[config.mk]
export PLATFORM = sky130hd
export DESIGN_NAME = adc_channel_sequencer
export DESIGN_NICKNAME = d
export VERILOG_FILES = /design/src/rtl/adc_seq_pkg.sv /design/src/rtl/adc_chan_fsm.sv /design/src/rtl/adc_channel_sequencer.sv
export SDC_FILE = /design/constraint.sdc
export NUM_CORES = 2
export LEC_CHECK = 0
export BUFFER_PORTS_ARGS = -buffer_cell sky130_fd_sc_hd__clkbuf_2
export CAP_MARGIN = 10
export CORE_ASPECT_RATIO = 0.6
export CORE_UTILIZATION = 55
export CTS_CLUSTER_SIZE = 12
export DETAILED_ROUTE_END_ITERATION = 7
export GPL_ROUTABILITY_DRIVEN = 0
export GPL_TIMING_DRIVEN = 0
export PLACE_DENSITY = 0.89
export SLEW_MARGIN = 20
export SYNTH_ARGS = -nofsm -noshare
export SYNTH_HDL_FRONTEND = slang
export SYNTH_HIERARCHICAL = 1
export SYNTH_SLANG_ARGS = --single-unit
export TNS_END_PERCENT = 1
[constraint.sdc]
create_clock -name clk -period 9.5 [get_ports clk]
set_clock_uncertainty 0.05 [all_clocks]
set_input_delay 0 -clock clk [delete_from_list [all_inputs] [get_ports clk]]
set_output_delay 0 -clock clk [all_outputs]
set_load 0.02 [all_outputs]
[src/rtl/adc_seq_pkg.sv]
// Shared types and helpers for the 64-channel ADC sequencer:
// per-channel state encoding, counter widths and round-robin search.
package adc_seq_pkg;

    typedef enum logic [2:0] {
        IDLE,
        SAMPLE,
        CONVERT,
        WAIT_RD,
        RST
    } chan_state_t;

    localparam int unsigned PHASE_CNT_BITS = 4;
    localparam int unsigned CONV_CNT_BITS  = 8;

    // Upper bounds the round-robin helper is sized for
    localparam int unsigned MAX_CHANNELS = 256;
    localparam int unsigned MAX_ID_BITS  = 8;

    typedef struct packed {
        logic                   found;
        logic [MAX_ID_BITS-1:0] idx;
    } rr_pick_t;

    // First requester at or above ptr, wrapping modulo n
    function automatic rr_pick_t rr_next(
        input logic [MAX_CHANNELS-1:0] req,
        input int unsigned             ptr,
        input int unsigned             n
    );
        rr_pick_t    pick;
        int unsigned j;
        pick = '0;
        for (int unsigned k = 0; k < MAX_CHANNELS; k++) begin
            if (k < n) begin
                j = ptr + k;
                if (j >= n) begin
                    j = j - n;
                end
                if (!pick.found && req[j[7:0]]) begin
                    pick.found = 1'b1;
                    pick.idx   = j[MAX_ID_BITS-1:0];
                end
            end
        end
        return pick;
    endfunction

endpackage

[src/rtl/adc_chan_fsm.sv]
// One analog channel's sequencing FSM: sample, wait for conversion,
// hold the result for the arbiter, then re-arm the CSA.
module adc_chan_fsm
    import adc_seq_pkg::*;
#(
    parameter int unsigned ADCBITS       = 10,
    parameter int unsigned SAMPLE_CYCLES = 2,
    parameter int unsigned RESET_CYCLES  = 4,
    parameter int unsigned ADC_TIMEOUT   = 64
) (
    input  logic               clk,
    input  logic               reset_n,
    input  logic               enable,
    input  logic               mask,
    input  logic               hit,
    input  logic               done,
    input  logic [ADCBITS-1:0] dout,
    input  logic               grant,
    input  logic               timeout_clr,
    output logic               sample,
    output logic               csa_reset,
    output logic               req,
    output logic               timeout_err,
    output logic [ADCBITS-1:0] data
);

    localparam logic [PHASE_CNT_BITS-1:0] SAMPLE_LAST = PHASE_CNT_BITS'(SAMPLE_CYCLES - 1);
    localparam logic [PHASE_CNT_BITS-1:0] RESET_LAST  = PHASE_CNT_BITS'(RESET_CYCLES - 1);
    localparam logic [CONV_CNT_BITS-1:0]  CONV_LAST   = CONV_CNT_BITS'(ADC_TIMEOUT - 1);

    chan_state_t               state;
    logic [PHASE_CNT_BITS-1:0] phase_cnt;
    logic [CONV_CNT_BITS-1:0]  conv_cnt;

    always_ff @(posedge clk or negedge reset_n) begin
        if (!reset_n) begin
            state       <= RST;
            phase_cnt   <= '0;
            conv_cnt    <= '0;
            sample      <= 1'b0;
            csa_reset   <= 1'b1;
            req         <= 1'b0;
            timeout_err <= 1'b0;
            data        <= '0;
        end else begin
            // A clear wins over a timeout raised in the same cycle
            if (timeout_clr) begin
                timeout_err <= 1'b0;
            end
            case (state)
                IDLE: begin
                    if (hit && enable && !mask) begin
                        state     <= SAMPLE;
                        sample    <= 1'b1;
                        phase_cnt <= '0;
                    end
                end
                SAMPLE: begin
                    if (phase_cnt == SAMPLE_LAST) begin
                        state    <= CONVERT;
                        sample   <= 1'b0;
                        conv_cnt <= '0;
                    end else begin
                        phase_cnt <= phase_cnt + 1'b1;
                    end
                end
                CONVERT: begin
                    if (done) begin
                        state <= WAIT_RD;
                        data  <= dout;
                        req   <= 1'b1;
                    end else if (conv_cnt == CONV_LAST) begin
                        state     <= RST;
                        csa_reset <= 1'b1;
                        phase_cnt <= '0;
                        if (!timeout_clr) begin
                            timeout_err <= 1'b1;
                        end
                    end else begin
                        conv_cnt <= conv_cnt + 1'b1;
                    end
                end
                WAIT_RD: begin
                    if (grant) begin
                        state     <= RST;
                        req       <= 1'b0;
                        csa_reset <= 1'b1;
                        phase_cnt <= '0;
                    end
                end
                RST: begin
                    if (phase_cnt == RESET_LAST) begin
                        state     <= IDLE;
                        csa_reset <= 1'b0;
                        phase_cnt <= '0;
                    end else begin
                        phase_cnt <= phase_cnt + 1'b1;
                    end
                end
                default: begin
                    state     <= RST;
                    sample    <= 1'b0;
                    req       <= 1'b0;
                    csa_reset <= 1'b1;
                    phase_cnt <= '0;
                end
            endcase
        end
    end

endmodule

[src/rtl/adc_channel_sequencer.sv]
// Per-channel sequencers plus a round-robin arbiter feeding one registered
// event output toward the event FIFO.
module adc_channel_sequencer
    import adc_seq_pkg::*;
#(
    parameter int unsigned NUMCHANNELS   = 64,
    parameter int unsigned ADCBITS       = 10,
    parameter int unsigned CHAN_ID_BITS  = 6,
    parameter int unsigned SAMPLE_CYCLES = 2,
    parameter int unsigned RESET_CYCLES  = 4,
    parameter int unsigned ADC_TIMEOUT   = 64
) (
    input  logic                           clk,
    input  logic                           reset_n,
    input  logic                           enable,
    input  logic [NUMCHANNELS-1:0]         channel_mask,
    input  logic [NUMCHANNELS-1:0]         hit,
    input  logic [NUMCHANNELS-1:0]         done,
    input  logic [NUMCHANNELS*ADCBITS-1:0] dout_flat,
    output logic [NUMCHANNELS-1:0]         sample,
    output logic [NUMCHANNELS-1:0]         csa_reset,
    output logic                           event_valid,
    input  logic                           event_ready,
    output logic [CHAN_ID_BITS-1:0]        event_chan,
    output logic [ADCBITS-1:0]             event_data,
    output logic [NUMCHANNELS-1:0]         timeout_err,
    input  logic                           timeout_clr
);

    localparam bit PARAMS_OK =
        (NUMCHANNELS >= 1) && (NUMCHANNELS <= MAX_CHANNELS) &&
        (CHAN_ID_BITS <= MAX_ID_BITS) && ((1 << CHAN_ID_BITS) >= NUMCHANNELS) &&
        (SAMPLE_CYCLES >= 1) && (SAMPLE_CYCLES <= 15) &&
        (RESET_CYCLES >= 1) && (RESET_CYCLES <= 15) &&
        (ADC_TIMEOUT >= 2) && (ADC_TIMEOUT <= 255);

    always_ff @(posedge clk) begin
        assert (PARAMS_OK)
            else $error("adc_channel_sequencer: parameter value out of range");
    end

    logic [NUMCHANNELS-1:0]  req;
    logic [NUMCHANNELS-1:0]  grant;
    logic [ADCBITS-1:0]      chan_data [NUMCHANNELS];
    logic [MAX_CHANNELS-1:0] req_ext;
    logic [CHAN_ID_BITS-1:0] ptr;
    logic [CHAN_ID_BITS-1:0] sel_chan;
    logic [CHAN_ID_BITS-1:0] next_ptr;
    logic [ADCBITS-1:0]      sel_data;
    logic                    load_en;
    rr_pick_t                pick;

    for (genvar g = 0; g < NUMCHANNELS; g++) begin : g_chan
        adc_chan_fsm #(
            .ADCBITS      (ADCBITS),
            .SAMPLE_CYCLES(SAMPLE_CYCLES),
            .RESET_CYCLES (RESET_CYCLES),
            .ADC_TIMEOUT  (ADC_TIMEOUT)
        ) u_chan (
            .clk        (clk),
            .reset_n    (reset_n),
            .enable     (enable),
            .mask       (channel_mask[g]),
            .hit        (hit[g]),
            .done       (done[g]),
            .dout       (dout_flat[g*ADCBITS +: ADCBITS]),
            .grant      (grant[g]),
            .timeout_clr(timeout_clr),
            .sample     (sample[g]),
            .csa_reset  (csa_reset[g]),
            .req        (req[g]),
            .timeout_err(timeout_err[g]),
            .data       (chan_data[g])
        );
    end

    // Decode the winner index into a one-hot grant and an AND-OR data mux
    always_comb begin
        req_ext = '0;
        req_ext[NUMCHANNELS-1:0] = req;
        pick     = rr_next(req_ext, 32'(ptr), NUMCHANNELS);
        load_en  = ~event_valid | event_ready;
        grant    = '0;
        sel_chan = '0;
        sel_data = '0;
        for (int unsigned i = 0; i < NUMCHANNELS; i++) begin
            if (pick.found && (pick.idx == MAX_ID_BITS'(i))) begin
                grant[i] = load_en;
                sel_chan = CHAN_ID_BITS'(i);
                sel_data = chan_data[i];
            end
        end
        next_ptr = (sel_chan == CHAN_ID_BITS'(NUMCHANNELS - 1)) ? '0 : sel_chan + 1'b1;
    end

    always_ff @(posedge clk or negedge reset_n) begin
        if (!reset_n) begin
            event_valid <= 1'b0;
            event_chan  <= '0;
            event_data  <= '0;
            ptr         <= '0;
        end else if (load_en) begin
            if (pick.found) begin
                event_valid <= 1'b1;
                event_chan  <= sel_chan;
                event_data  <= sel_data;
                ptr         <= next_ptr;
            end else begin
                event_valid <= 1'b0;
            end
        end
    end

endmodule

==> results of run 1 <==
[synth_stat cells (90+ instances only)]
cell type  number  area (µm²)
a211oi_1      139        1040
a21oi_1       695        3480
a22o_1         94         823
a22oi_1       201        1510
a31oi_1       110         688
and2_1         90         563
and3_1        105         657
clkbuf_1      373        1400
dfrtp_1      1751       43800
dfstp_2       128        3360
ha_1          215        2690
inv_1         510        1910
mux2_2        703        7920
mux2i_1       234        2340
nand2_1       846        3180
nand2b_1      266        1660
nand3_1       715        3580
nand4_1       115         719
nor2_1        789        2960
nor3_1        380        1900
nor4_1        111         694
o21ai_0       637        3190
o221ai_1      102         893
o22ai_1       156         976
o31ai_1       277        2080
or2_2         217        1360
or3_1         143         895
or4_1         155        1160
xnor2_1       256        2240
[repair_timing]
action,in CTS
endpoints found under the setup margin,599
buffers inserted,67
gates cloned,0
pin swaps,41
hold buffers,2086
endpoints found under the hold margin,2103
resized for setup,516
[per-layer routing]
layer  track usage, %  GRT overflow
met1             82.1          1983
met4             71.9          1750
met5             61.8           152
met3             70.9           973
met2             99.4          7214
[per-stage QoR]
| step | cell area (µm²) | std cells | TNS [ns] | utilization [%] | hold slack [ns] |
|---|---|---|---|---|---|
| 2_1_floorplan | 117000 | 12300 | 0 | - | -0.346 |
| 3_3_place_gp | 126000 | 16200 | - | 59.8 | 0.182 |
| 3_5_place_dp | 127000 | 16200 | -2374.95 | 60.4 | -0.0100 |
| 4_1_cts | 157000 | 18700 | -0.0208 | 74.4 | 0.00658 |
[logic make-up after synthesis]
| logic type | count (synthesis) | synth area share, % |
|---|---|---|
| buffers and inverters | 1020 | 3.57 |
| AO/OA/AOI/OAI | 3275 | 19.3 |
| XOR/XNOR | 277 | 2.07 |
| flip-flops | 1879 | 40.3 |
| multiplexers | 1031 | 10.6 |
| AND/OR/NAND/NOR | 4576 | 21.8 |
| adder cells (fa/ha/maj) | 215 | 2.30 |
==> results_dict.tcl, run 1 <==
set metrics [dict create \
    synth_edf_count 0 \
    cts_max_level 4 \
    ios 1046 \
    numCtsBuffers 193 \
    die_h_um 359 \
    grt_max_degree 95 \
    grt_first_pass_wirelength_um 1260000 \
    grt_overflow 12100 \
    die-width_um 598 \
    yosysSeqAreaShare_pct 40.3 \
    synth_area_um2 117000 \
    grt_pass1_vias 162000 \
    haltStage "5_1_grt" \
    synth_fp_nets 13300 \
    dpl_worst_slack_ns -5.82 \
    avgSynthCellArea_um2 9.54 \
    clockBufferDepth 4 \
    synthDistinctLibCells 117 \
    gr-usage-all-layers_pct 82.7 \
    rows 130 \
    ys_ff_latch 1879 \
    error "[ERROR GRT-0116] Global routing finished with congestion. Check the congestion regions in the DRC Viewer." \
    root_buffer "clkbuf_16" \
    synth_ff_type "dfrtp_1" \
    status "stopped before the end" \
    cts.sinks 1879 \
    io_buffers 1045 \
    initial_core_util_pct 55.6 \
    syn_inst 12300 \
    synthArstFlopShare_pct 100 \
    dp_hpwl_um 401000 \
    ys_warn_count 6 \
]
==> run 2: changes to the inputs <==
- CORE_ASPECT_RATIO: 0.6 -> not set
- CORE_UTILIZATION: 55 -> 40
- CTS_CLUSTER_SIZE: 12 -> not set
- PLACE_DENSITY: 0.89 -> not set
- PLACE_DENSITY_LB_ADDON: not set -> 0.15
- clock period: 9.5 -> 12.3 ns (I/O delays scaled with it)
==> run 2 against run 1 <==
  * The flow now finishes, with violations (design-rule violations, negative setup slack)
  * Synthesized cell count stayed put
  * Area after synthesis stayed put
==> results_dict.tcl, run 2 <==
set metrics [dict create \
    io_buffers 1045 \
    synth_xor_area_share_pct 2.07 \
    antenna_found_initial 224 \
    tightestPinTransition_ns 1.43 \
    cp-start-kind "flop" \
    yosysSeqAreaShare_pct 40.3 \
    status "finished with violations" \
    ff2ff_path_depth 31 \
    path_max_fanout 14 \
    drive_above_1_share_pct 21.6 \
    synth_top_family_by_area "simple AND/OR/NAND/NOR gates" \
    grt_first_pass_wirelength_um 840000 \
    root_buffer "clkbuf_16" \
    num-fill-cells 25400 \
    gr-usage-all-layers_pct 38.9 \
    final_common_cell "dlygate4sd3_1" \
    violations "design-rule violations, negative setup slack" \
    synthArstFlopShare_pct 100 \
    synthDistinctLibCells 117 \
    timing.rr.start "ptr[2]$_DFFE_PN0P_" \
    grt_overflow 0 \
    synth_compound_area_share_pct 19.3 \
    multi_input_area_um2 66800 \
    cp.arrival_ns 13.59 \
    critical_path.max_stage_delay_ns 0.81 \
    cts_tree "done" \
    clkLatencyLatePin_ns 0.97 \
    clockBufferDepth 4 \
    hold_viol 0 \
    die_h_um 543 \
    drt.antenna.violating_nets 0 \
    finalSetupTns_ns -11.26 \
    cp-end-kind "flop" \
    layout_common_cells "dlygate4sd3_1 (2123), dfrtp_1 (1750), clkbuf_2 (1079)" \
    critical_path_class "reg -> reg" \
    synth_ff_type "dfrtp_1" \
    syn_inst 12300 \
    avgSynthCellArea_um2 9.54 \
    cap_violations 0 \
    clk_pin_slew_ns 0.06 \
    synthSimpleGateAreaFrac_pct 21.8 \
    yosys-top-cells-count "dfrtp_1 (1751), nand2_1 (846), nor2_1 (789)" \
    cts_max_level 4 \
    synth_most_common_cell "dfrtp_1" \
    synth_area_um2 117000 \
    whs_endpoint "g_chan[20].u_chan/timeout_err$_DFF_PN0_" \
    dp_hpwl_um 443000 \
    ys_warn_count 6 \
    first_pass_iters 8 \
    numCtsBuffers 224 \
    hold_path_class "in -> reg" \
    reg2reg_setup_slack_ns -0.57 \
    drt-wirelength-per-cell_um 29.7 \
    slowest_stage "o211ai_1" \
    vias_per_cell 6.34 \
    crit_required_ns 13.02 \
    synth_fp_nets 13300 \
    yosysTopAreaCell "dfrtp_1" \
    regMostFlops "g_chan.u_chan/data" \
    largest_reg_flops 640 \
    fin_ws_ns -0.568 \
    dieArea_um2 295000 \
    area_growth_pct 36.1 \
    reg_top3 "g_chan.u_chan/data: 640 flops, g_chan.u_chan/conv_cnt: 512 flops, g_chan.u_chan/phase_cnt: 256 flops" \
    synth-adder-area-share_pct 2.30 \
    seqCellArea_um2 47200 \
    nets 16800 \
    finalSetupViolCount 56 \
    die-width_um 543 \
    max_slew_margin_pct 3.47 \
    coreArea_um2 291000 \
    rows 198 \
    min_from "done[20]" \
    wl_um 594000 \
    final.min_clock_period_ns 12.87 \
    ys_ff_latch 1879 \
    synth_edf_count 0 \
    initial_core_util_pct 40.2 \
    dr_total_vias 127000 \
    max_freq_mhz 77.7 \
    drt_iter0_markers 17700 \
    synth_mux_area_share_pct 10.6 \
    drv_slew 0 \
    cts.sinks 1879 \
    holdPathStages 5 \
    finalCritPeriodShare_pct 105 \
    r2r-end "event_data[8]$_DFFE_PN0P_" \
    grt_max_degree 93 \
    synth.top_cell.area_share_pct 37.4 \
    drc 336 \
    ios 1046 \
    yosys-top-cells-area "dfrtp_1 (37%), mux2_2 (6.8%), nand3_1 (3.1%)" \
    path_common_cell "clkbuf_2" \
    grt_pass1_vias 121000 \
    grt_setup_unrepaired "yes" \
]
==> run 2: stage by stage <==
stage / utilization (%) / cell area, µm² / cells / hold WS, ns / setup slack [ns]
2_1_floorplan: - / 117000 / 12300 / -0.346 / 2.69
3_3_place_gp: 43.7 / 127000 / 17200 / 0.184 / -37.61
3_5_place_dp: 44.2 / 129000 / 17300 / -0.0641 / -3.77
4_1_cts: 54.4 / 158000 / 19800 / 0.000290 / -0.0969
5_1_grt: 54.7 / 159000 / 19900 / 0.0459 / -0.128
6_report: 54.7 / 159000 / 20000 / 0.0313 / -0.568
==> run 2: worst max-delay path, delay by kind of cell, from the launching register on <==
| kind | cells | cell delay, ns |
|---|---|---|
| buffers and inverters | 10 | 4.46 |
| flip-flops | 1 | 0.69 |
| adder cells (fa/ha/maj) | 1 | 0.54 |
| AND/OR/NAND/NOR | 10 | 2.69 |
| AO/OA/AOI/OAI | 7 | 3.16 |
| multiplexers | 2 | 0.59 |
| XOR/XNOR | 1 | 0.46 |
==> run 2: worst max-delay path by stage <==
stage	from	end	slack (ns)	cells after the start
2_1_floorplan	ptr[1]$_DFFE_PN0P_	g_chan[0].u_chan/phase_cnt[1]$_DFFE_PN0P_	2.69	33
3_3_place_gp	reset_n	g_chan[47].u_chan/conv_cnt[3]$_DFFE_PN0P_	-37.61	1
3_5_place_dp	ptr[1]$_DFFE_PN0P_	event_data[2]$_DFFE_PN0P_	-3.77	30
4_1_cts	ptr[0]$_DFFE_PN0P_	event_data[4]$_DFFE_PN0P_	-0.1	31
5_1_grt	ptr[2]$_DFFE_PN0P_	event_data[7]$_DFFE_PN0P_	-0.13	34
6_report	ptr[2]$_DFFE_PN0P_	event_data[8]$_DFFE_PN0P_	-0.57	31
==> run 2: final cells by class <==
type	count	area share, %
multi-input combinational	9374	41.9
sequential	1879	29.6
timing repair buffer	3244	17.5
clock buffer	342	4.18
tap	3900	3.06
buffer	501	1.51
inverter	515	1.22
clock inverter	73	0.745
antenna	158	0.248
==> run 2: cells by family after synthesis <==
group                      count (synthesis)
and+or+nand+nor                         4576
adders and majority gates                215
buffers and inverters                   1020
DFF                                     1879
muxes                                   1031
AOI/OAI and AO/OA                       3275
xor gates and xnor gates                 277
==> run 2: per-layer routing <==
layer / share of wire (%) / up-vias / global-route usage (%)
met4: 9.3 / 121 / 28.6
met1: 36 / 61800 / 45.8
li1: - / 53600 / -
met5: 0.26 / - / 1.32
met2: 40 / 8447 / 55.3
met3: 14 / 2730 / 17.9
==> run 2: what timing repair did <==
action	4_1_cts	5_1_grt
gates resized for setup	130	87
pin swaps	7	7
setup buffers	5	8
cloned	0	0
hold buffers	2124	0
setup endpoints to repair	595	398
hold endpoints to repair	2499	0
Power of run 2 is not shown: default switching activity piles up to over one toggle a cycle in this logic, so the estimate is an artifact.
